`src/rtl/blink_edge_detect.sv`:
```
`default_nettype none
// +----------------------------------------------------------------------+
// | blink_edge_detect : registers the pattern and classifies transitions |
// | Revision          : 1.0                                              |
// +----------------------------------------------------------------------+
module blink_edge_detect #(
  parameter int INPUT_WIDTH = 4
) (
  input  logic                   clk,
  input  logic                   rst,
  input  logic [INPUT_WIDTH-1:0] in_i,
  output logic                   tr_o,
  output logic                   valid_o,
  output logic                   partial_o
);

  logic [INPUT_WIDTH-1:0] in_q;

  // Reset loads the live input so that releasing rst never looks like an edge.
  always_ff @(posedge clk) begin
    if (rst) begin
      in_q <= in_i;
    end else begin
      in_q <= in_i;
    end
  end

  assign tr_o      = (in_i != in_q);
  assign valid_o   = (in_i == ~in_q);
  assign partial_o = tr_o & ~valid_o;

endmodule
`default_nettype wire

```
`config.mk`:
```
export PLATFORM = sky130hd
export DESIGN_NAME = blink_edge_detect
export DESIGN_NICKNAME = d
export VERILOG_FILES = /design/src/rtl/blink_edge_detect.sv
export SDC_FILE = /design/constraint.sdc
export NUM_CORES = 1
export LEC_CHECK = 0
export CAP_MARGIN = 20
export CORE_AREA = 3 3 40 42
export DETAILED_ROUTE_END_ITERATION = 10
export DIE_AREA = 0 0 43 45
export GPL_ROUTABILITY_DRIVEN = 0
export PLACE_DENSITY = 0.36
export RECOVER_POWER = 100
export REMOVE_ABC_BUFFERS = 1
export SLEW_MARGIN = 20
export SYNTH_ARGS = -nofsm -noshare
export SYNTH_HDL_FRONTEND = slang
export SYNTH_SLANG_ARGS = --single-unit
```
`constraint.sdc`:
```
create_clock -name clk -period 1.9 [get_ports clk]
set_clock_uncertainty 0.2 [all_clocks]
set_input_delay 0.38 -clock clk [delete_from_list [all_inputs] [get_ports clk]]
set_output_delay 0.38 -clock clk [all_outputs]
set_load 0.1 [all_outputs]
```
After elaboration in Yosys (flattened, before gate mapping) --
Index checks and enable logic that the tools add are counted.
Word-level totals: bits in registers 4, output and inout port bits 3, logic and storage cells 6
Cells by class: eq/ne operators 2, bitwise gates (word level) 3
Operator list (count):
- 4-bit equality test | 1
- 4-bit != test | 1
- 4-bit inverter | 1
- 1-bit AND | 1
- 1-bit inverter | 1

Logic depth before layout (Yosys ltp) --
depth in word-level cells 4, gate-level depth with buffers 3, mapped depth without buffers 3

Worst setup path after synthesis --
Ideal clock, no wire load.
path kind input port to output port, from in in_i[0], to out partial_o, arrival 2.487 ns, required time 1.320 ns, path slack -1.167 ns, stages on the path 3, path through xnor2_1 > nor4_4 > nor2_1
Between the ends: cells in the longest elaborated chain, start to end 3, elaborated cells on any way between the ends 4, those cells by class eq/ne: 2; bitwise: 2
Ends and longest elaborated chain:
- start: declaration | RTL line 11 | input logic [INPUT_WIDTH-1:0] in_i,
- 4-bit equality test | RTL line 29 | assign valid_o = (in_i == ~in_q);
- net valid_o | RTL line 13 | output logic valid_o,
- 1-bit inverter | RTL line 30 | assign partial_o = tr_o & ~valid_o;
- 1-bit AND | RTL line 30
- end: declaration | RTL line 14 | output logic partial_o
The timed path passes the listed nets, and every way through them passes these cells.

Worst setup path after layout --
from reg in_q[0], to out valid_o
Between the ends: cells in the longest elaborated chain, start to end 2
Ends and longest elaborated chain:
- start: declaration | RTL line 17 | logic [INPUT_WIDTH-1:0] in_q;
- start signal: assignment | RTL line 22 | in_q <= in_i;
- start signal: assignment | RTL line 24 | in_q <= in_i;
- 4-bit inverter | RTL line 29
- 4-bit equality test | RTL line 29
- end: declaration | RTL line 13
No other way between the ends.

==> metrics.csv <==
stage,metric,value,unit
routing,drt_iter0_drc,1,
setup_path,crit_required,1.32,ns
routing,via_per_inst,3.33,
timing,setup_viol,1,
grt,track_usage,5.00,%
timing,rsz0062_at_grt,true,
placement,placed_area,287,sq um
timing,tns,-0.0157,ns
run_status,violations,negative setup slack,
setup_path,worst-path-buf-inv,2,
grt,top_usage_layer,met4,
setup_path,crit_path_max_incr_delay,0.32,ns
floorplan,die-height,45,um
synth,netlist_area,153,sq um
floorplan,std_cell_rows,13,
power_and_ir_drop,powerDensity,896,mW/mm^2
floorplan,die_area,0.00194,sq mm
timing,fin_crit,1.92,ns
routing,wire_per_inst,8.38,um
timing,slew_headroom,84.1,%
grt,grtUsageMet1,4.60,%
synth,yosysSeqAreaShare,52.5,%
floorplan,ios,9,
clock_network,clock_sinks,4,
setup_path,cp.arrival,1.34,ns
finish,largest_register,in_q,
synth,syn_inst,12,
timing,worst_slack,-0.0157,ns
grt,antenna_found_initial,0,
finish,reg.largest.list,in_q (4),
floorplan,start_util,11.9,%
grt,grt_start_max_net_pins,3,
timing,hold_viol_final,0,
setup_path,worst_path_max_delay_cell,dfxtp_2,
setup_path,startpoint_type,flip-flop,
finish,largest_reg_flops,4,
synth,ys_types,6,
clock_network,cts.clk_slew.worst_paths,0.03,ns
grt,use_met2,4.79,%
power_and_ir_drop,ir_drop,0.343,mV
finish,fin_area,320,sq um
grt,grt_overflow,0,
power_and_ir_drop,power.leakage,0.134,nW
synth,ys_ff_latch,4,
placement,dpl.hpwl,233,um
routing,drtAntennaViolNets,0,
synth,syn_area_per_cell,12.7,sq um
setup_path,cp-end-kind,output pin,
floorplan,core-area,0.00128,sq mm
job,drv_cap,0,
synth,synth_warnings,0,
timing,slew_violations,0,
finish,layout_commonest_cell,xnor2_2,
clock_network,cts_hold_buffers,0,
finish,syn_to_final_growth,110,%
finish,final_nets,32,
clock_network,htreeDepth,1,
floorplan,fp.dieW,43,um
clock_network,cts_setup_buffers,0,
setup_path,path_delay_family,buffers and inverters,
placement,port_buffers,7,
timing,max_freq,0.522,GHz
clock_network,cts_tree,yes,
grt,grtUsageMet3,5.18,%
hold_path,hold_class,input pin to flip-flop,
finish,drive_above_1_share,75.0,%
timing,worst_slew_pin_slew,0.236,ns
finish,n_antenna_cell,0,
clock_network,cts_made_buffers,3,
timing,timing.final.crit_share,101,%
routing,vias,130,
setup_path,crit_fanout,2,
routing,dr.pass1.iters,2,
run_status,outcome,finished with violations,
routing,drt-total-wl,327,um
setup_path,cp_cell_sequence,xnor2_2 -> nor4_4 -> buf_4 -> buf_12,
grt,grt_pass1_wl,572,um
clock_network,cts-root-buf,clkbuf_4,
setup_path,crit_type,flip-flop to output pin,
clock_network,clk_path_buf_depth,2,
grt,grt_pass1_vias,131,
finish,layout_common_cells,"xnor2_2 (4), clkbuf_4 (3), clkbuf_1 (3), buf_12 (3)",
finish,fill_cells,138,
routing,route.detailed.drc,0,
final cells by class:
class / instances / area (sq um) / area share (%)
Inverter: 1 / 3.75 / 1.17
Sequential cell: 4 / 82.6 / 25.8
Timing Repair Buffer: 9 / 91.3 / 28.5
Tap cell: 15 / 18.8 / 5.86
Clock buffer: 3 / 22.5 / 7.03
Multi-Input combinational cell: 7 / 101 / 31.6
power by group:
group          internal [mW]  switching (mW)  total [mW]
Combinational         0.0364          0.0520      0.0884
Sequential            0.0896         0.00319      0.0927
Clock                 0.0707          0.0352       0.106
final timing paths:
kind / end / from / depth (start not counted) / slack, ns
max: valid_o / in_q[0] / 4 / -0.02
min: in_q[0] / in_i[0] / 1 / 0.1
cells by family (layout without fill, tap and decap cells):
family	count (synthesis)	in the layout	share of synthesized area, %
XOR/XNOR	4	4	22.9
buffers and inverters	1	13	2.46
flip-flops	4	4	52.5
AND/OR/NAND/NOR	3	3	22.1
timing repair:
action / CTS / global route
pin swaps: 4 / 4
cloned: 0 / 0
setup endpoints to repair: 3 / 3
endpoints found under the hold margin: 0 / 0
resized for setup: 17 / 4
cells in the mapped netlist, drive strengths merged:
cell type	count	share of area, %
inv	1	2.5
dfxtp	4	52
nor2	1	2.5
xnor2	4	23
and4	1	5.7
nor4	1	14
metrics by stage:
step           cells  setup WS, ns  hold slack [ns]  total power, mW  utilization, %
4_1_cts           39        -0.154           0.0740            0.299            26.3
3_5_place_dp      36        -0.328            0.693            0.178            22.3
6_report          39       -0.0157           0.0974            0.287            24.9
5_1_grt           39       -0.0947           0.0897            0.311            24.9
2_1_floorplan     12         -1.17            0.208            0.142               -
3_3_place_gp      36        -0.297            0.686            0.177            22.3
per-layer routing:
metal	up-vias	part of all wire [%]	wire, um
li1	63	-	-
met1	60	40	132
met2	7	47	153
met3	0	13	41
met4	0	0	0
met5	-	0	0
No activity file was read; power rests on OpenSTA's default activity.
==> variant 1, RTL diff (config.mk and constraints unchanged) <==
Register the input `in_i` before use. The logic sees it one clock later.
--- a/src/rtl/blink_edge_detect.sv
+++ b/src/rtl/blink_edge_detect.sv
@@ -14,19 +14,25 @@
   output logic                   partial_o
 );
 
+  logic [INPUT_WIDTH-1:0] in_r;
+
+  always_ff @(posedge clk) begin
+    in_r <= in_i;
+  end
+
   logic [INPUT_WIDTH-1:0] in_q;
 
   // Reset loads the live input so that releasing rst never looks like an edge.
   always_ff @(posedge clk) begin
     if (rst) begin
-      in_q <= in_i;
+      in_q <= in_r;
     end else begin
-      in_q <= in_i;
+      in_q <= in_r;
     end
   end
 
-  assign tr_o      = (in_i != in_q);
-  assign valid_o   = (in_i == ~in_q);
+  assign tr_o      = (in_r != in_q);
+  assign valid_o   = (in_r == ~in_q);
   assign partial_o = tr_o & ~valid_o;
 
 endmodule
Function: changed (a bounded check fails within 4 cycles, from zero or initial values).
==> variant 1 against the original RTL <==
- the flow still finishes with violations (setup timing)
- wire length decreased by 16%
- sequential cell count is 4 higher
- first-iteration DRC count grew to 3.0 times the old value
- worst hold slack gained 0.072 ns
- power increased by 38%
- design area up 34%
- synthesized area increased by 52%
- die area did not move
- count of clock-buffer cells in the layout is the same
- worst setup slack got worse by 0.015 ns
==> variant 1: results (changes against the original RTL) <==
| Metric | Value |
|---|---|
| Status | finished with violations (unchanged) |
| Failing checks | setup timing (unchanged) |
| R2R setup slack | 1.24 ns |
| Total track usage | 4.18% (was 5.00%) |
| Leak | 0.172 nW (was 0.134 nW) |
| CP delay by family, top | flip-flops (was buffers and inverters) |
| First-pass GRT wire length | 476 µm (was 572 µm) |
| Final setup fails | 1 (unchanged) |
| Clk_lat worst skew | 0.24 ns |
| Hold Crit Depth | 0 (was 1) |
| Switch share | 26.5% (was 31.5%) |
| Vias in the first global route | 127 (was 131) |
| Synth cell types | 6 (unchanged) |
| Hold slack final | 0.170 ns (was 0.0974 ns) |
| H-tree lvl count | 1 (unchanged) |
| Drt initial violations | 3 (was 1) |
| Final worst slack | -0.0307 ns (was -0.0157 ns) |
| Worst Path Max Fanout | 2 (unchanged) |
| Slowest CP cell | dfxtp_2 (unchanged) |
| Synth top cells by count | dfxtp_1 (8), xnor2_1 (4) (was dfxtp_1 (4), xnor2_1 (4)) |
| Clock slew at reported path FFs | 0.05 ns (was 0.03 ns) |
| Nets@finish | 35 (was 32) |
| FFs w/ async S/R, synth | 0% (unchanged) |
| IR drop worst, VDD | 0.344 mV (was 0.343 mV) |
| Initial antenna violation count | 0 (unchanged) |
| # fillers | 132 (was 138) |
| CTS Buf Count | 3 (unchanged) |
| Largest net degree at the start of global routing | 5 (was 3) |
| R2R depth | 0 |
| Hold path start | in_r[0] (was in_i[0]) |
| Post-synth EDFFs | 0 (unchanged) |
| Largest registers | in_q (4), in_r (4) (was in_q (4)) |
| Slew @ Worst Pin | 0.234 ns (was 0.236 ns) |
| Arrival time at the worst endpoint | 1.35 ns |
| Sequential fraction of the synthesis area | 68.8% (was 52.5%) |
| Top cells by area, synth | dfxtp_1 (69%), xnor2_1 (15%), nor4_4 (9.1%), and4_1 (3.8%), inv_1 (1.6%) (was dfxtp_1 (52%), xnor2_1 (23%), nor4_4 (14%), and4_1 (5.7%), inv_1 (2.5%)) |
| Max clock buf depth | 2 (unchanged) |
| Ant diodes | 0 (unchanged) |
| Vias per cell | 3.38 (was 3.33) |
| Top FF cell, synth | dfxtp_1 (unchanged) |
| Worst Hold Class | register to register (was input port to register) |
| PortBufs | 7 (unchanged) |
| Root Buffer | clkbuf_4 (unchanged) |
| Placed Area | 352 µm² (was 287 µm²) |
| Synth Warn # | 0 (unchanged) |
| Post-Route WL | 276 µm (was 327 µm) |
| Hold endpoint | in_q[0] (unchanged) |
| Layout cells sized above 1 | 63.0% (was 75.0%) |
| Critical path's largest stage delay | 0.33 ns |
| First drt pass iteration count | 2 (unchanged) |
| Reg2reg end | in_q[3] |
| RR Startpoint | in_r[3] |
==> variant 1: cell types whose count changed in the layout (fill, tap and decap cells not counted) <==
cell and change:
clkdlybuf4s50_1 +4, clkbuf_1 -3, dfxtp_1 +2, dfxtp_2 +2
buf_4 -1, clkbuf_2 -1, inv_1 +1, inv_2 -1
xnor2_2 -1, xnor2_4 +1
==> variant 1: area by class of cell <==
type	count	share of cell area [%]
timing repair buffer	8	25.0
multi-input combinational	7	26.2
sequential	8	38.4
clock buffer	3	5.23
inverter	1	0.872
tap	15	4.36
==> variant 1: timing repair <==
action | 4_1_cts | 5_1_grt
gates resized for setup | 7 | 3
setup buffers | 1 | 0
setup endpoints to repair | 3 | 3
pin swaps | 1 | 2
==> variant 1: per-layer routing <==
layer / track usage [%] / part of all wire [%] / up-vias
met5: 0 / 0 / -
met4: 7.23 / 0 / 0
met3: 3.98 / 14 / 0
met2: 4.19 / 50 / 6
met1: 3.42 / 36 / 61
li1: - / - / 75
==> variant 1: logic make-up after synthesis <==
kind of cell	share of synthesized area (%)
and+or+nand+nor	14.5
DFF	68.8
xor gates and xnor gates	15.1
buffers and inverters	1.61
==> variant 1: stage by stage <==
step	instances	setup TNS [ns]	utilization [%]	worst slack (ns)	total power, mW
floorplan	16	-1.36	-	-1.09	0.234
global placement	38	0	27.4	0.200	0.263
detailed placement	38	0	27.4	0.173	0.264
CTS	42	-0.0559	32.4	-0.0559	0.399
global route	42	-0.182	33.5	-0.109	0.414
finish	42	-0.0307	33.5	-0.0307	0.396
==> variant 1: worst max-delay path by stage <==
stage                        from        end  slack [ns]  cells past startpoint
after floorplan           in_r[0]  partial_o       -1.09                      3
after global placement    in_r[0]  partial_o        0.20                      4
after detailed placement  in_r[0]  partial_o        0.17                      4
after CTS                 in_r[3]    valid_o       -0.06                      4
after global routing      in_r[0]    valid_o       -0.11                      4
final                     in_r[0]    valid_o       -0.03                      4
==> variant 1: power groups by stage <==
stage	clock network [mW]	registers, mW	logic, mW
3_3_place_gp	0	0.185	0.0784
5_1_grt	0.135	0.188	0.0914
4_1_cts	0.128	0.185	0.0865
3_5_place_dp	0	0.185	0.0786
2_1_floorplan	0	0.184	0.0496
6_report	0.121	0.187	0.0881
==> variant 2, RTL diff (config.mk and constraints unchanged) <==
Without the edit above. `INPUT_WIDTH`: 4 -> 6.
--- a/src/rtl/blink_edge_detect.sv
+++ b/src/rtl/blink_edge_detect.sv
@@ -4,7 +4,7 @@
 // | Revision          : 1.0                                              |
 // +----------------------------------------------------------------------+
 module blink_edge_detect #(
-  parameter int INPUT_WIDTH = 4
+  parameter int INPUT_WIDTH = 6
 ) (
   input  logic                   clk,
   input  logic                   rst,
Ports: changed (resized in_i); port bits go from 9 to 11. The function was not compared with the original's and may differ.
==> variant 2 against the original RTL <==
- the run still ends with setup timing left
- clock power increased by 8%
- die area is the same
- non-clock buffer count increased by 2
- global-route usage increased by 1.9 points
- wire length is 37% higher
- power rose by 13%
- design area up 43%
- sequential cell count up 2
- worst setup slack got worse by 0.089 ns
- via count rose by 28%
- synthesized area up 32%
- cell count is 18% higher
==> variant 2: results (changes against the original RTL) <==
| Metric | Value |
|---|---|
| Status | finished with violations (unchanged) |
| Failing checks | setup timing (unchanged) |
| DR WL met3 | 23 µm (was 41 µm) |
| Drt initial violations | 3 (was 1) |
| IR drop worst, VDD | 0.301 mV (was 0.343 mV) |
| Worst Hold Class | input port to register (unchanged) |
| Largest net degree at the start of global routing | 4 (was 3) |
| Sequential fraction of the synthesis area | 59.6% (was 52.5%) |
| Critical path's largest stage delay | 0.35 ns (was 0.32 ns) |
| Cells after Synth | 17 (was 12) |
| Layout cells sized above 1 | 77.4% (was 75.0%) |
| Routed WL per cell | 9.74 µm (was 8.38 µm) |
| Routed met1 length | 162 µm (was 132 µm) |
| Worst Path Max Fanout | 2 (unchanged) |
| Synth cell types | 8 (was 6) |
| Hold Crit Depth | 1 (unchanged) |
| Leak | 0.176 nW (was 0.134 nW) |
| Pre-CTS setup slack | -0.475 ns (was -0.328 ns) |
| Final worst slack | -0.105 ns (was -0.0157 ns) |
| Slowest CP cell | dfxtp_4 (was dfxtp_2) |
| Synth Warn # | 0 (unchanged) |
| Synth top cells by count | dfxtp_1 (6), xor2_1 (4), xnor2_1 (2) (was dfxtp_1 (4), xnor2_1 (4)) |
| Ant diodes | 0 (unchanged) |
| Slew @ Worst Pin | 0.263 ns (was 0.236 ns) |
| Max Used Layer | met3 (unchanged) |
| Total track usage | 6.95% (was 5.00%) |
| First-pass GRT wire length | 862 µm (was 572 µm) |
| Top cells by area, synth | dfxtp_1 (60%), xor2_1 (17%), xnor2_1 (8.7%), a31oi_1 (3.1%), nand4_1 (3.1%) (was dfxtp_1 (52%), xnor2_1 (23%), nor4_4 (14%), and4_1 (5.7%), inv_1 (2.5%)) |
| Switch share | 27.3% (was 31.5%) |
| PortBufs | 9 (was 7) |
| Clock slew at reported path FFs | 0.04 ns |
| Vias per cell | 3.61 (was 3.33) |
| Arrival time at the worst endpoint | 1.43 ns (was 1.34 ns) |
| Initial antenna violation count | 0 (unchanged) |
| FFs w/ async S/R, synth | 0% (unchanged) |
| Routed wl met2 | 263 µm (was 153 µm) |
| # fillers | 132 (was 138) |
| Vias in the first global route | 212 (was 131) |
| H-tree lvl count | 1 (unchanged) |
| Post-Route WL | 448 µm (was 327 µm) |
| Hold endpoint | in_q[4] (was in_q[0]) |
| Inst Count DP | 42 (was 36) |
| DP HPWL | 318 µm (was 233 µm) |
| Largest registers | in_q (6) (was in_q (4)) |
| Max clock buf depth | 2 (unchanged) |
| Nets@finish | 41 (was 32) |
| Hold path start | in_i[4] (was in_i[0]) |
| Final setup fails | 3 (was 1) |
| CTS Buf Count | 3 (unchanged) |
| CP delay by family, top | flip-flops (was buffers and inverters) |
| Row count | 13 (unchanged) |
| Root Buffer | clkbuf_4 (unchanged) |
| First drt pass iteration count | 2 (unchanged) |
| Setup TNS Final | -0.269 ns (was -0.0157 ns) |
[variant 2: cells by family after synthesis]
kind of cell	after synthesis	share of synthesized area, %
and+or+nand+nor	4	11.2
AOI/OAI and AO/OA	1	3.11
xor gates and xnor gates	6	26.1
DFF	6	59.6
[variant 2: area by class of cell]
class,count,share of cell area (%)
clock buffer,3,4.90
multi-input combinational,11,39.2
sequential,6,27.5
tap,15,4.09
timing repair buffer,11,24.3
[variant 2: power groups by stage]
stage / registers [mW] / logic, mW / clock network [mW]
2_1_floorplan: 0.138 / 0.0271 / 0
3_3_place_gp: 0.138 / 0.0517 / 0
3_5_place_dp: 0.138 / 0.0521 / 0
4_1_cts: 0.139 / 0.0669 / 0.126
5_1_grt: 0.140 / 0.0751 / 0.135
6_report: 0.139 / 0.0709 / 0.115
[variant 2: worst max path at each step]
| stage | cells past startpoint | from | end |
|---|---|---|---|
| 3_5_place_dp | 5 | in_i[5] | tr_o |
| 6_report | 4 | in_q[2] | partial_o |
| 2_1_floorplan | 4 | in_i[2] | partial_o |
| 5_1_grt | 5 | in_q[1] | valid_o |
| 3_3_place_gp | 5 | in_i[5] | partial_o |
| 4_1_cts | 5 | in_q[2] | valid_o |
[variant 2: metrics by stage]
stage / instance area [µm²] / util, % / hold slack [ns]
after floorplan: 201 / - / 0.208
after global placement: 348 / 27.1 / 0.681
after detailed placement: 348 / 27.1 / 0.690
after CTS: 435 / 33.9 / 0.0694
after global routing: 459 / 35.7 / 0.0667
final: 459 / 35.7 / 0.0854
[variant 2: repair_timing]
item	CTS	global route
hold endpoints to repair	0	0
setup endpoints to repair	3	3
buffers inserted	1	0
pin swaps	11	3
gates resized for setup	32	3
[variant 2: routing by layer]
layer,track usage (%),up-vias
met3,5.98,0
li1,-,85
met4,7.23,0
met2,9.28,3
met1,6.11,78
met5,0,-
